**config.mk**
```make
export PLATFORM = sky130hd
export DESIGN_NAME = uart_tx_engine
export DESIGN_NICKNAME = d
export VERILOG_FILES = /design/src/rtl/uart_tx_engine_pkg.sv /design/src/rtl/tx_band_gen.sv /design/src/rtl/uart_tx_engine.sv
export SDC_FILE = /design/constraint.sdc
export NUM_CORES = 1
export LEC_CHECK = 0
export BUFFER_PORTS_ARGS = -buffer_cell sky130_fd_sc_hd__buf_2
export CELL_PAD_IN_SITES_DETAIL_PLACEMENT = 2
export CELL_PAD_IN_SITES_GLOBAL_PLACEMENT = 2
export CORE_ASPECT_RATIO = 1.1
export CORE_MARGIN = 2
export CORE_UTILIZATION = 33
export DETAILED_ROUTE_END_ITERATION = 10
export PLACE_DENSITY = 0.74
export RECOVER_POWER = 100
export SYNTH_ARGS = -nofsm -noshare
export SYNTH_HDL_FRONTEND = slang
export SYNTH_SLANG_ARGS = --single-unit
```
**constraint.sdc**
```tcl
create_clock -name clk -period 2.5 [get_ports clk]
set_input_delay 0.25 -clock clk [delete_from_list [all_inputs] [get_ports clk]]
set_output_delay 0.25 -clock clk [all_outputs]
set_load 0.05 [all_outputs]
```
**src/rtl/uart_tx_engine_pkg.sv**
```systemverilog
// Shared UART definitions: state encodings, default line rate, idle level.
// Also consumed by the receive side; optional parity is selected by UART_TX_PARITY_EN.
package uart_tx_engine_pkg;

    localparam int DEF_CLK_FREQ = 50000000;
    localparam int DEF_BAUD     = 9600;

    localparam logic LINE_IDLE = 1'b1;

    localparam logic [2:0] ST_IDLE   = 3'd0;
    localparam logic [2:0] ST_START  = 3'd1;
    localparam logic [2:0] ST_DATA   = 3'd2;
    localparam logic [2:0] ST_PARITY = 3'd3;
    localparam logic [2:0] ST_STOP   = 3'd4;

    function automatic logic even_parity(input logic [7:0] d);
        return ^d;
    endfunction

endpackage

```
**src/rtl/tx_band_gen.sv**
```systemverilog
// Bit-period timer for the UART transmitter: counts 0..BPS_CNT-1 while enabled
// and pulses bit_end_o on the last cycle of each bit.
module tx_band_gen #(
    parameter int BPS_CNT = 5208
) (
    input  logic clk,
    input  logic rst,
    input  logic en_i,
    input  logic clr_i,
    output logic bit_end_o
);

    localparam int               CNT_W    = $clog2(BPS_CNT);
    localparam logic [CNT_W-1:0] CNT_LAST = CNT_W'(BPS_CNT - 1);

    logic [CNT_W-1:0] cnt_q, cnt_d;

    assign bit_end_o = en_i && (cnt_q == CNT_LAST);

    always_comb begin
        cnt_d = cnt_q;
        if (clr_i) begin
            cnt_d = '0;
        end else if (en_i) begin
            cnt_d = (cnt_q == CNT_LAST) ? '0 : cnt_q + CNT_W'(1);
        end
    end

    always_ff @(posedge clk or negedge rst) begin
        if (!rst) begin
            cnt_q <= '0;
        end else begin
            cnt_q <= cnt_d;
        end
    end

endmodule

```
**src/rtl/uart_tx_engine.sv**
```systemverilog
// UART 8N1 transmitter, LSB first, with its own bit timer.
// Define UART_TX_PARITY_EN to insert an even-parity bit before the stop bit.
module uart_tx_engine
    import uart_tx_engine_pkg::*;
#(
    parameter int CLK_FREQ = DEF_CLK_FREQ,
    parameter int BAUD     = DEF_BAUD
) (
    input  logic       clk,
    input  logic       rst,
    input  logic [7:0] tx_data,
    input  logic       tx_start,
    output logic       tx_ready,
    output logic       tx_pin_out,
    output logic       tx_done_sig
);

    localparam int BPS_CNT = CLK_FREQ / BAUD;

    logic [2:0] state_q, state_d;
    logic [2:0] bit_cnt_q, bit_cnt_d;
    logic [7:0] shift_q, shift_d;
    logic       tx_q, tx_d;
    logic       bit_end;
    logic       accept;
    logic       is_idle;
`ifdef UART_TX_PARITY_EN
    logic       par_q, par_d;
`endif

    assign is_idle     = (state_q == ST_IDLE);
    assign tx_ready    = is_idle;
    assign accept      = is_idle && tx_start;
    assign tx_pin_out  = tx_q;
    assign tx_done_sig = (state_q == ST_STOP) && bit_end;

    tx_band_gen #(
        .BPS_CNT(BPS_CNT)
    ) u_band_gen (
        .clk      (clk),
        .rst      (rst),
        .en_i     (!is_idle),
        .clr_i    (is_idle),
        .bit_end_o(bit_end)
    );

    // Line level is computed one cycle ahead so tx_pin_out is a plain flop output.
    always_comb begin
        state_d   = state_q;
        bit_cnt_d = bit_cnt_q;
        shift_d   = shift_q;
        tx_d      = tx_q;
`ifdef UART_TX_PARITY_EN
        par_d     = par_q;
`endif
        case (state_q)
            ST_IDLE: begin
                tx_d      = LINE_IDLE;
                bit_cnt_d = 3'd0;
                if (accept) begin
                    shift_d = tx_data;
`ifdef UART_TX_PARITY_EN
                    par_d   = even_parity(tx_data);
`endif
                    tx_d    = 1'b0;
                    state_d = ST_START;
                end
            end
            ST_START: begin
                if (bit_end) begin
                    tx_d    = shift_q[0];
                    state_d = ST_DATA;
                end
            end
            ST_DATA: begin
                if (bit_end) begin
                    if (bit_cnt_q == 3'd7) begin
`ifdef UART_TX_PARITY_EN
                        tx_d    = par_q;
                        state_d = ST_PARITY;
`else
                        tx_d    = LINE_IDLE;
                        state_d = ST_STOP;
`endif
                    end else begin
                        bit_cnt_d = bit_cnt_q + 3'd1;
                        shift_d   = shift_q >> 1;
                        tx_d      = shift_q[1];
                    end
                end
            end
`ifdef UART_TX_PARITY_EN
            ST_PARITY: begin
                if (bit_end) begin
                    tx_d    = LINE_IDLE;
                    state_d = ST_STOP;
                end
            end
`endif
            ST_STOP: begin
                if (bit_end) begin
                    tx_d    = LINE_IDLE;
                    state_d = ST_IDLE;
                end
            end
            default: begin
                tx_d    = LINE_IDLE;
                state_d = ST_IDLE;
            end
        endcase
    end

    always_ff @(posedge clk or negedge rst) begin
        if (!rst) begin
            state_q   <= ST_IDLE;
            bit_cnt_q <= 3'd0;
            shift_q   <= 8'd0;
            tx_q      <= LINE_IDLE;
        end else begin
            state_q   <= state_d;
            bit_cnt_q <= bit_cnt_d;
            shift_q   <= shift_d;
            tx_q      <= tx_d;
        end
    end

`ifdef UART_TX_PARITY_EN
    always_ff @(posedge clk or negedge rst) begin
        if (!rst) begin
            par_q <= 1'b0;
        end else begin
            par_q <= par_d;
        end
    end
`endif

endmodule

```
After elaboration in Yosys (flattened, before gate mapping) --
Cells that the tools add are included. W data, S select, Z words.
Operators by class: multiplexer cells 21, magnitude comparators 0, divide/modulo/power cells 0, $add $sub $neg 2, bitwise operators 0, reductions and logical operators 10, equality and inequality tests 11, shift-type cells 0, multiply operators 0
Operators with widths (number):
- $mux W13 | 2
- $mux W8 | 3
- $mux W3 | 7
- $pmux W8 S2 | 1
- $add A13 B1 Y13 const B | 1
- $eq A13 B13 Y1 const B | 1
- $ne A2 B2 Y1 const B | 6
- $pmux W3 S4 | 1
- $eq A3 B3 Y1 const B | 2
- $pmux W3 S2 | 1
- $reduce_and A3 Y1 | 2
- $mux W1 | 5
- $reduce_and A5 Y1 | 1
- $pmux W1 S4 | 1
- $reduce_and A4 Y1 | 1
- $add A3 B1 Y3 const B | 1
- $eq A3 B1 Y1 const B | 1
- $eq A3 B2 Y1 const B | 1
- $logic_and A1 B1 Y1 | 3
- $logic_not A3 Y1 | 1
- $reduce_bool A2 Y1 | 1
- $logic_not A1 Y1 | 1
Storage, ports and cells: RAM bits 0, bits in latches 0, memory bits (read-only) 0, flip-flop bits (word level) 28, output and inout port bits 3, input port bits 11, memories 0

Logic depth before layout (Yosys ltp) --
word-level depth 5, gate-level depth with buffers 8, mapped depth without buffers 6

Modules after synthesis --
From an unflattened synthesis, not the netlist that was laid out.
Second synthesis, totals: cells, all modules 149, area total of the unflattened synthesis 1595.3 µm²
Modules (own cells, without submodules):
- uart_tx_engine | sequential area each 376.6 µm², area an instance 849.6 µm², instances 1, cells each 74
- tx_band_gen | sequential area each 325.3 µm², area an instance 745.7 µm², instances 1, cells each 75

Least setup slack after synthesis --
OpenSTA, ideal clock, no wires.
kind flip-flop to output port, start point register u_band_gen.cnt_q[0], end point output tx_done_sig, data arrival time 2.573 ns, required time 2.250 ns, path slack -0.323 ns, stages on the path, launching flop included 5, cell sequence dfrtp_1 ha_1 nor4b_1 nand3_1 nor4_1
Between the ends: word-level cells in the longest chain between the ends 3
Ends and longest elaborated chain:
- from (decl) | RTL line tx_band_gen.sv:16 | logic [CNT_W-1:0] cnt_q, cnt_d;
- from (signal assigned) | RTL line tx_band_gen.sv:33 | cnt_q <= cnt_d;
- $eq A13 B13 Y1 | RTL line tx_band_gen.sv:18 | assign bit_end_o = en_i && (cnt_q == CNT_LAST);
- $logic_and A1 B1 Y1 | RTL line tx_band_gen.sv:18
- $logic_and A1 B1 Y1 | RTL line uart_tx_engine.sv:35 | assign tx_done_sig = (state_q == ST_STOP) && bit_end;
- to (decl) | RTL line uart_tx_engine.sv:15 | output logic tx_done_sig
No other way between the ends.

Final worst setup path --
start point register u_band_gen.cnt_q[7], end point output tx_done_sig
The elaborated chain is that of the path after synthesis.

==> reports/metrics.yaml <==
finish:
  syn_to_final_growth_pct: 13.6
  layout.nets: 175
  diodes: 0
  drive_above_1_share_pct: 16.3
drt:
  wl_per_cell_um: 16.8
  drc: 0
  first_iter_violations: 42
  drt_wl_total_um: 3600
  via_per_inst: 5.16
  first_pass_iters: 3
  vias: 1105
  postRouteAntennaNets: 0
cts:
  worstSkewPairLatency_ps: 290
  cts-buffers-inserted: 3
  postCtsSetupBuffers: 0
  cts.sinks: 28
  clockBufferDepth: 2
  cts_tree: "yes"
  clk_pin_slew_worst_paths_ps: 110
  root_buffer: "clkbuf_8"
  cts_htree_levels: 1
timing:
  finalSetupViolCount: 0
  max_slew_margin_pct: -7.37
  fmax_ghz: 0.438
  rsz0062_at_grt: "no"
  fin_crit_ps: 2280
  fin_setup_tns_ps: 0
  tightest_slew_ps: 1610
  drv_slew: 29
  final.setup_skew_ps: 10.7
  period_share_pct: 91.4
  hold_viol: 0
  layout_setup_ws_ps: 216
synth:
  syn-instance-count: 147
  synthArstFlopShare_pct: 100
  synth_nets: 161
  synth-edff-count: 0
  syn_avg_cell_area_um2: 9.80
  ys_types: 33
  syn-cell-area_um2: 1440
  synth_warnings: 0
  synth_top_flop_cell: "dfrtp_1"
  synth_seq_cells: 28
  yosysSeqAreaShare_pct: 48.7
grt:
  grt_pass1_vias: 1269
  grt_max_degree: 29
  grt_overflow: 0
  grt_usage_pct: 16.8
  grt_pass1_wl_um: 6240
  grt_antenna_before_repair: 0
place:
  place_ws_ps: 279
  gp_congestion: 0.694
  dp_hpwl_um: 2640
  io_buffer_count: 13
setup_path:
  crit_required_ps: 2250
  critPathTopFamily: "simple AND/OR/NAND/NOR gates"
  crit_path_end_kind: "output port"
  slowest_stage: "nor4b_1"
  path_class: "reg2out"
  critical_path.max_fanout: 5
  path_buf_inv: 1
  cp-start-kind: "flop"
  cp.arrival_ps: 2030
  worstPathCellList: "nor4b_1, nand3_2, nor4_2, clkbuf_2"
  slowest_delay_ps: 550
outcome:
  status: "finished with violations"
  violations: "max-capacitance violations, max-slew violations"
pwr:
  ir_worst_vdd_uv: 274
  p_per_area_nw_per_um2: 705
  leakage_nw: 0.781
floorplanning:
  ios: 14
  core_um2: 4250
  die_h_um: 73.3
  core.rowCount: 25
  start_util_pct: 33.9
  die_area_um2: 4910
  fp.dieW_um: 67.0
run:
  cap_violations: 1
hold_path:
  hp-class: "in2reg"
## per-layer routing
layer  GRT usage, %  vias to the layer above  share of wire (%)  wire length [µm]
met2           30.7                       11                 54              1960
met3           2.30                        5                1.9                70
met1           20.6                      553                 42              1530
li1               -                      536                  -                 -
met5              0                        -                  0                 0
met4           4.76                        0                1.2                45
## cells by family after synthesis
group,count (synthesis),synth area share (%)
DFF,28,48.7
buffers and inverters,11,4.00
adders and majority gates,3,2.61
muxes,8,5.56
AOI/OAI and AO/OA,23,11.2
and+or+nand+nor,63,21.2
xor gates and xnor gates,11,6.69
## registers in the layout, summed over array words and instances, names as in the netlist
register / cells
bit_cnt_q: 3
state_q: 3
u_band_gen.cnt_q: 13
shift_q: 8
tx_pin_out: 1
## Yosys cell counts, drive strengths merged, types with 2 or more instances
master,number,area [µm²]
or2,3,18.8
nand2b,2,12.5
and3,7,43.8
a31oi,2,12.5
nor3,3,15.0
buf,3,27.5
xor2,7,61.3
and4,2,17.5
xnor2,4,35.0
nor2,28,105
clkbuf,3,11.3
o21ai,4,20.0
nand3,7,35.0
a21oi,10,57.6
mux2i,8,80.1
inv,5,18.8
nand2,7,26.3
a22oi,2,15.0
dfrtp,27,676
nor4b,2,17.5
ha,3,37.5
## tightest hold or removal path, delay by kind of cell
family	cells	cell delay, ps
compound gates	1	130
buf+inv	1	80
mux	1	60
## cells in the final DEF (no fill, tap or decap), types with 3 or more instances in the layout
| cell type | synthesis | final |
|---|---|---|
| clkbuf_8 | 0 | 3 |
| inv_1 | 5 | 5 |
| o21ai_0 | 4 | 4 |
| a21oi_1 | 8 | 8 |
| xnor2_1 | 4 | 4 |
| ha_1 | 3 | 3 |
| mux2i_1 | 8 | 8 |
| nor2_1 | 28 | 28 |
| nand2_1 | 7 | 7 |
| clkbuf_1 | 3 | 3 |
| and3_1 | 7 | 7 |
| dfrtp_1 | 27 | 27 |
| xor2_1 | 7 | 7 |
| nand3_1 | 7 | 6 |
| buf_2 | 1 | 9 |
## what timing repair did
item                                    CTS  global route
gates cloned                              0             0
endpoints found under the setup margin    1             1
hold buffers                              0             0
endpoints found under the hold margin     0             0
resized for setup                         1             1
## cell type report
type / instances / area (µm²)
fillers: 498 / 2620
multi-input cells: 108 / 703
flip-flops and latches: 28 / 702
repair buffers: 15 / 73.8
well taps: 54 / 67.6
clock buffers: 3 / 41.3
clock inverters: 1 / 30.0
inverters: 5 / 18.8
## through the flow
stage	util [%]	cell area (µm²)	std cells	hold WS [ps]	power (mW)
after detailed placement	36.7	1560	210	326	0.789
after global placement	36.7	1560	210	315	0.765
after global routing	38.5	1640	214	270	1.23
after floorplan	-	1450	147	-45.6	0.715
final	38.5	1640	214	259	1.15
after CTS	38.5	1640	214	4.53	1.17
## path summary, 6_finish.rpt
kind	start	end	slack, ps	cells past startpoint
min in group asynchronous	rst	state_q[2]	350	1
worst min register to register	u_band_gen.cnt_q[0]	u_band_gen.cnt_q[0]	510	1
max in group asynchronous	rst	u_band_gen.cnt_q[5]	1210	1
worst max register to register	state_q[2]	shift_q[0]	340	6
worst min-delay path	tx_data[3]	shift_q[3]	260	3
worst max-delay path	u_band_gen.cnt_q[7]	tx_done_sig	220	4
## power by group
| part | switching [mW] | internal [mW] |
|---|---|---|
| Sequential | 0.0812 | 0.525 |
| Clock | 0.152 | 0.215 |
| Combinational | 0.0999 | 0.0815 |
| Total | 0.333 | 0.821 |
Note: power is estimated with default switching activity, not from simulation.
